[config.mk]
export PLATFORM = sky130hd
export DESIGN_NAME = micro_sequencer
export DESIGN_NICKNAME = d
export VERILOG_FILES = /design/src/rtl/micro_sequencer.sv
export SDC_FILE = /design/constraint.sdc
export NUM_CORES = 1
export LEC_CHECK = 0
export BUFFER_PORTS_ARGS = -buffer_cell sky130_fd_sc_hd__clkbuf_2
export CORE_AREA = 2 2 40 42
export CTS_CLUSTER_DIAMETER = 60
export DETAILED_ROUTE_END_ITERATION = 10
export DIE_AREA = 0 0 42 44
export GPL_ROUTABILITY_DRIVEN = 0
export GPL_TIMING_DRIVEN = 0
export PLACE_DENSITY = 0.76
export SYNTH_ARGS = -nofsm -noshare
export SYNTH_HDL_FRONTEND = slang
export SYNTH_SLANG_ARGS = --single-unit
[constraint.sdc]
create_clock -name clk -period 1.7 [get_ports clk]
set_clock_uncertainty 0.05 [all_clocks]
set_input_delay 0.17 -clock clk [delete_from_list [all_inputs] [get_ports clk]]
set_output_delay 0.17 -clock clk [all_outputs]
set_load 0.005 [all_outputs]
[src/rtl/micro_sequencer.sv]
// Micro-sequencer: one-hot timing ring plus fetch/execute bus strobes for the IR/A/B/ALU datapath.
// Optional MICRO_SEQUENCER_SINGLE_STEP_EN adds step_req for one-instruction stepping while paused.
module micro_sequencer #(
  parameter int              OP_W    = 4,
  parameter int              MAX_T   = 6,
  parameter logic [OP_W-1:0] HALT_OP = 4'hF
) (
  input  logic             clk,
  input  logic             reset,
  input  logic             run,
`ifdef MICRO_SEQUENCER_SINGLE_STEP_EN
  input  logic             step_req,
`endif
  input  logic [OP_W-1:0]  instr,
  output logic [MAX_T-1:0] T,
  output logic             pc_out,
  output logic             mar_in,
  output logic             ram_out,
  output logic             ir_in,
  output logic             pc_inc,
  output logic             a_in,
  output logic             a_out,
  output logic             b_in,
  output logic             b_out,
  output logic             alu_in,
  output logic             alu_out,
  output logic             instr_done,
  output logic             halted,
  output logic             illegal
);
  localparam int SW = $clog2(MAX_T);

  typedef enum logic [1:0] {IDLE, EXEC, HALTED} state_t;

  state_t        state, state_nxt;
  logic [SW-1:0] step, step_nxt;
  logic          go, halt_hit;

`ifdef MICRO_SEQUENCER_SINGLE_STEP_EN
  assign go = run | step_req;
`else
  assign go = run;
`endif

  always_ff @(posedge clk) begin
    if (reset) begin
      state <= IDLE;
      step  <= '0;
    end else begin
      state <= state_nxt;
      step  <= step_nxt;
    end
  end

  always_comb begin
    state_nxt  = state;
    step_nxt   = step;
    T          = '0;
    pc_out     = 1'b0;
    mar_in     = 1'b0;
    ram_out    = 1'b0;
    ir_in      = 1'b0;
    pc_inc     = 1'b0;
    a_in       = 1'b0;
    a_out      = 1'b0;
    b_in       = 1'b0;
    b_out      = 1'b0;
    alu_in     = 1'b0;
    alu_out    = 1'b0;
    instr_done = 1'b0;
    halted     = 1'b0;
    illegal    = 1'b0;
    halt_hit   = 1'b0;
    unique case (state)
      IDLE: begin
        step_nxt = '0;
        if (go) state_nxt = EXEC;
      end
      EXEC: begin
        T = MAX_T'(1) << step;
        if (step == SW'(0)) begin
          pc_out = 1'b1;
          mar_in = 1'b1;
        end else if (step == SW'(1)) begin
          ram_out = 1'b1;
          ir_in   = 1'b1;
          pc_inc  = 1'b1;
        end else if (step == SW'(2)) begin
          if (instr == HALT_OP) begin
            instr_done = 1'b1;
            halt_hit   = 1'b1;
          end else begin
            case (instr)
              OP_W'(0): begin b_out = 1'b1; alu_in = 1'b1; end
              OP_W'(1): begin a_out = 1'b1; b_in = 1'b1; instr_done = 1'b1; end
              OP_W'(2): begin b_out = 1'b1; a_in = 1'b1; instr_done = 1'b1; end
              OP_W'(3): begin a_out = 1'b1; alu_in = 1'b1; end
              default:  begin illegal = 1'b1; instr_done = 1'b1; end
            endcase
          end
        end else if (step == SW'(3)) begin
          case (instr)
            OP_W'(0): begin alu_out = 1'b1; b_in = 1'b1; end
            OP_W'(3): begin alu_out = 1'b1; a_in = 1'b1; end
            default:  ;
          endcase
          instr_done = 1'b1;
        end else begin
          instr_done = 1'b1;
        end
        // Never let the ring run past the last timing state.
        if (step == SW'(MAX_T - 1)) instr_done = 1'b1;
        step_nxt = instr_done ? '0 : step + SW'(1);
        // Halt wins over a simultaneous pause.
        if (halt_hit)                 state_nxt = HALTED;
        else if (instr_done && !run)  state_nxt = IDLE;
      end
      HALTED: begin
        halted   = 1'b1;
        step_nxt = '0;
      end
      default: begin
        state_nxt = IDLE;
        step_nxt  = '0;
      end
    endcase
  end
endmodule

==> Word level (Yosys, flattened, before mapping) <==
Index checks and enable logic that the tools add are counted.
{ "totals": {"ff_bits": 5, "latchBits": 0, "ramBits": 0, "rom_bits": 0, "inputBits": 7, "output_inout_bits": 20, "memories": 0} }
{ "op_classes": {"addsub": 1, "multipliers": 0, "n_div": 0, "magnitude_cmp": 0, "n_eq_ne": 12, "shift": 1, "muxes": 69, "bitwise_logic": 2, "n_reduce_logical": 11} }
{ "ops": {"columns": ["op", "n"], "rows": [
  ["1-bit two-way mux", 64],
  ["4-bit by 2-bit == test with 1-bit output (second input constant)", 2],
  ["3-bit by 2-bit == test with 1-bit output (second input constant)", 2],
  ["2-bit two-way mux", 3],
  ["6-bit two-way mux", 1],
  ["2-bit case mux with 3 select lines", 1],
  ["2-bit OR reduction", 3],
  ["1-bit by 3-bit left shift with 6-bit output (first input constant)", 1],
  ["4-bit by 1-bit == test with 1-bit output (second input constant)", 1],
  ["4-bit == test (second input constant)", 1],
  ["4-bit zero test", 1],
  ["4-bit OR reduction", 1],
  ["3-bit by 1-bit adder with 3-bit output (second input constant)", 1],
  ["3-bit by 1-bit == test with 1-bit output (second input constant)", 1],
  ["3-bit == test (second input constant)", 1],
  ["3-bit zero test", 1],
  ["3-bit inequality test (second input constant)", 1],
  ["3-bit AND reduction", 1],
  ["3-bit OR reduction", 1],
  ["2-bit by 1-bit == test with 1-bit output (second input constant)", 1],
  ["2-bit == test (second input constant)", 1],
  ["2-bit zero test", 1],
  ["2-bit inequality test (second input constant)", 1],
  ["1-bit inverter", 2],
  ["2 further kinds", 2]
]} }

==> Depth between registers and ports, before layout <==
{ "logic_depth": {"depth_word": 13, "depth_mapped": 5} }

==> Worst setup path before layout <==
OpenSTA, ideal clock, no wires.
{ "synth_path": {"path_type": "register to output", "from": "register step[0]", "to": "output b_in", "t_arrival_ns": 1.503, "setup_slack_ns": -0.023, "stages_incl_launch_ff": 6, "path_buffers": 0, "cell_sequence": "dfxtp_1 -> inv_1 -> ha_1 -> nor3_1 -> o2111ai_1 -> a2111oi_2"} }
{ "synth_between": {"elab_chain_cells": 6, "word_cells_on_any_way": 9} }
{ "synth_lines": {"columns": ["item", "line_no", "rtl"], "rows": [
  ["start, declared", "36", "logic [SW-1:0] step, step_nxt;"],
  ["start signal, assigned", "51", "step <= step_nxt;"],
  ["3-bit by 2-bit == test with 1-bit output", "101", "end else if (step == SW'(3)) begin"],
  ["1-bit two-way mux", "101", null],
  ["1-bit two-way mux", "88", "end else if (step == SW'(2)) begin"],
  ["1-bit two-way mux", "84", "end else if (step == SW'(1)) begin"],
  ["1-bit two-way mux (*)", "81", "if (step == SW'(0)) begin"],
  ["1-bit two-way mux (*)", "74", "unique case (state)"],
  ["end, declared", "23", "output logic b_in,"]
]} }
Mark *: on every way between the ends. The rest lies on a longest branch, timed or not.

==> Worst setup path in the final report <==
Same ends and word-level chain as after synthesis.

==> impl_table.tex <==
\begin{tabular}{lr}
\hline
Metric & Value \\
\hline
\multicolumn{2}{l}{\textbf{Status}} \\
\quad Run status & finished with violations \\
\quad Violated checks & setup timing \\
\multicolumn{2}{l}{\textbf{Final layout}} \\
\quad Antenna diode instance count & 0 \\
\quad Fill count & 126 \\
\quad P\&R area growth vs syn & 70.89\% \\
\quad Net count reported at finish & 115 \\
\quad Final core utilization & 64.20\% \\
\quad Final design instance area without fill & 910.9 um2 \\
\quad Fraction of layout instances using a drive strength above 1 & 69.61\% \\
\multicolumn{2}{l}{\textbf{Die}} \\
\quad Core area & 1419 um2 \\
\quad Std-Cell Rows & 14 \\
\quad Initial core utilization & between 30 and 40\% \\
\quad Area enclosed by the die boundary & 1848 um2 \\
\quad Die boundary width & 42 um \\
\quad Number of ports placed on the die boundary & 27 \\
\quad Vert. Die Dim & 44 um \\
\multicolumn{2}{l}{\textbf{Logic synthesis}} \\
\quad Proportion of netlist area held by the largest area contributor & 18.78\% \\
\quad Sequential-to-total area share from yosys stat & 18.78\% \\
\quad Basic-gate share of the synthesized area counting and, or, nand and nor cells & 40.14\% \\
\quad Share of the synthesized area in compound gates (AO/OA/AOI/OAI) & between 15 and 20\% \\
\quad Synth Net Count & 77 \\
\quad Most used DFF post-synth & dfxtp\_1 \\
\quad Combined area of all synthesized cells & 533.0 um2 \\
\quad Main combinational cell family by area after synthesis & simple AND/OR/NAND/NOR gates \\
\quad Total of warnings raised by yosys & 0 \\
\quad Cell type with the highest aggregate area in the netlist & dfxtp\_1 \\
\quad Synth Register Bits & 5 \\
\quad Post-synthesis adder-cell area fraction & 11.74\% \\
\quad Count of unique library cells instantiated by Yosys & 30 \\
\quad Xor and xnor area share after synthesis & 1.643\% \\
\quad Multiplexer share of the synthesized area & 0\% \\
\quad Synth Instances & between 60 and 70 \\
\quad FFs w/ async S/R, synth & 0\% \\
\quad Number of flops mapped to enable cells by yosys & 0 \\
\quad Mean instance size in the synthesized netlist & between 8 and 9 um2 \\
\quad Top cells by area, synth & dfxtp\_1 19\%, ha\_1 12\%, buf\_4 5.6\% \\
\multicolumn{2}{l}{\textbf{Hold path}} \\
\quad Hold/Removal Path Class & in -> reg \\
\quad WHS Path Cells & 2 \\
\multicolumn{2}{l}{\textbf{Global route}} \\
\quad Number of antenna violations at the first check in global routing & 0 \\
\quad GR Util All Layers & 18.87\% \\
\quad Pin count of the biggest net entering global routing & 11 \\
\quad GR Overflow Total & 0 \\
\quad Via count of the first global-routing pass & 610 \\
\quad Global-route wire length before repair & 2.628 mm \\
\multicolumn{2}{l}{\textbf{Setup path}} \\
\quad Kind of launch point of the worst setup path & flop \\
\quad Worst-case reg-to-reg path depth & 7 \\
\quad Worst path cell trace & inv\_2 -> ha\_4 -> nor3\_4 -> o2111ai\_1 -> a2111oi\_2 -> buf\_2 \\
\quad WP depth & 6 \\
\quad Slowest cell on crit path & a2111oi\_2 \\
\quad Worst-path maximum fanout & 5 \\
\quad CP Capture Type & output port \\
\quad Required @ worst endpoint & 1.48 ns \\
\quad Arrival time at the worst endpoint & 1.74 ns \\
\quad Slowest stage delay, CP & $\sim$0.37 ns \\
\quad CP Buf/Inv Count & 2 \\
\quad Delay-heaviest family, CP & compound AO/OA/AOI/OAI gates \\
\quad Critical path type & reg -> out \\
\multicolumn{2}{l}{\textbf{STA}} \\
\quad Maximum clock frequency & 511.0 MHz \\
\quad Final hold violation count & 0 \\
\quad Number of max-slew violations in the final report & 0 \\
\quad Max transition margin & between 60 and 70\% \\
\quad Unrepaired setup endpoints after global routing & true \\
\quad Portion of the clock cycle consumed by the worst path in the final layout & 115.1\% \\
\quad Final worst slack & -0.2569 ns \\
\quad Endpoints failing setup & 7 \\
\quad Shortest clock period the worst path allows after layout & between 1.5 and 2 ns \\
\quad Setup TNS & -1.290 ns \\
\quad Transition time of the tightest slew-check pin & 0.5627 ns \\
\multicolumn{2}{l}{\textbf{Pwr}} \\
\quad Maximum resistive drop on vdd & around 0.00037 V \\
\quad Power per Cell Area & 432.1 nW/um2 \\
\quad Static leakage power & 0.4043 nW \\
\multicolumn{2}{l}{\textbf{Routing}} \\
\quad Number of nets still failing antenna checks after routing & 0 \\
\quad Total detailed-routing wirelength & 1.567 mm \\
\quad Routed wire length per instance & approximately 13 um \\
\quad Count of vias placed by the detailed router & 622 \\
\quad Number of violations reported at the end of detailed-routing iteration 0 & 8 \\
\quad Detailed-route vias per instance & approximately 5.3 \\
\quad Pre-Repair DR Iteration Count & 4 \\
\quad Number of DRC violations after detailed routing & 0 \\
\multicolumn{2}{l}{\textbf{Clock tree}} \\
\quad Number of clock buffers inserted by TritonCTS & 3 \\
\quad Hold-fix buffer count after cts & 0 \\
\quad TritonCTS clock tree & done \\
\quad Max Buffers Root-to-Sink & 2 \\
\quad CTS H-tree depth & 1 \\
\quad CTS root buffer & clkbuf\_4 \\
\quad Worst skew pair latency & approximately 0.25 ns \\
\quad Sink Count & 5 \\
\quad Clock transition at the registers of the reported paths & 0.04 ns \\
\multicolumn{2}{l}{\textbf{Placement}} \\
\quad HPWL after detailed placement & 1.010 mm \\
\quad Count of buffers from port buffering & 26 \\
\quad Placed Area & approximately 690 um2 \\
\multicolumn{2}{l}{\textbf{Run}} \\
\quad Max capacitance violation total & 0 \\
\hline
\end{tabular}
-- final timing paths --
check | startpoint | end | slack [ns]
min reg2reg | step[0] | step[0] | 0.48
min | reset | step[0] | 0.11
max | step[0] | b_in | -0.26
max reg2reg | step[1] | state[0] | 0.10
-- power breakdown --
part | total (W) | switching, W | internal (W)
Sequential | 0.000124 | 0.00000432 | 0.000120
Clock | 0.000143 | 0.0000535 | 0.0000890
Combinational | 0.000127 | 0.0000660 | 0.0000607
Total | 0.000394 | 0.000124 | 0.000270
-- cell usage after synthesis (all sizes together), types with 2 or more instances --
cell type / n
inv: 5
nor4: 2
dfxtp: 5
nor2b: 2
buf: 6
nor4b: 3
a31oi: 2
ha: 5
nor3: 3
o2111ai: 2
nor2: 6
nand3: 3
nand2: 3
and3: 3
and2: 4
-- routing by layer --
metal,global-route usage [%],wire [um],vias to the layer above
met5,0,0,-
met1,21.75,645,297
met2,32.19,845,17
li1,-,-,306
met4,9.677,14,0
met3,5.000,62,2
-- cells in the final DEF (no fill, tap or decap), types with 2 or more instances in the layout --
| cell | Yosys | layout |
|---|---|---|
| buf_4 | 4 | 9 |
| and2_1 | 4 | 2 |
| o2111ai_1 | 2 | 2 |
| ha_4 | 0 | 3 |
| nand3_2 | 1 | 2 |
| dfxtp_4 | 0 | 2 |
| nand2_1 | 3 | 2 |
| and3_2 | 3 | 3 |
| buf_2 | 1 | 4 |
| nor2_1 | 6 | 5 |
| clkbuf_2 | 0 | 22 |
| nor4b_1 | 2 | 2 |
| dfxtp_1 | 5 | 2 |
| and2_4 | 0 | 2 |
| clkbuf_4 | 0 | 3 |
| inv_1 | 5 | 3 |
| buf_6 | 1 | 4 |
| nor4_1 | 2 | 2 |
-- logic make-up after synthesis --
family / after synthesis
compound gates: 10
flops: 5
xor+xnor: 1
buf+inv: 11
simple gates: 33
fa+ha+maj: 5
-- sequential cells by signal, indices dropped and copies added (netlist names) --
signal  cells
state       2
step        3
-- what timing repair did --
item / 4_1_cts / 5_1_grt
resized for setup: 26 / 13
pin swaps: 7 / 1
setup buffers: 6 / 1
gates cloned: 0 / 0
setup endpoints to repair: 11 / 11
-- worst reg2reg max path: stages (launching register included) --
cell and delay (ns):
dfxtp_4 0.37, inv_4 0.05, ha_4 0.18, nor4b_4 0.32
buf_4 0.20, buf_4 0.11, and3_2 0.16, nor3_1 0.05
-- cell type report --
class / instances / area, um2 / share of cell area, %
multi-input cells: 49 / 491.7 / 53.98
well taps: 16 / 20.02 / 2.198
repair buffers: 33 / 190.2 / 20.88
clock buffers: 4 / 26.28 / 2.885
flip-flops and latches: 5 / 108.9 / 11.95
inverters: 5 / 21.27 / 2.335
plain buffers: 6 / 52.55 / 5.769
-- stage by stage --
stage | std cells | hold WS [ns] | setup WS [ns] | total power (W)
floorplan | 65 | 0.1924 | 0.05203 | 0.0001799
global placement | 107 | 0.3603 | -0.1894 | 0.0002107
detailed placement | 107 | 0.3627 | -0.2227 | 0.0002130
CTS | 117 | 0.09096 | -0.2764 | 0.0003901
global route | 118 | 0.1114 | -0.3199 | 0.0004232
finish | 118 | 0.1059 | -0.2569 | 0.0003936
(Power assumes the default switching activity.)
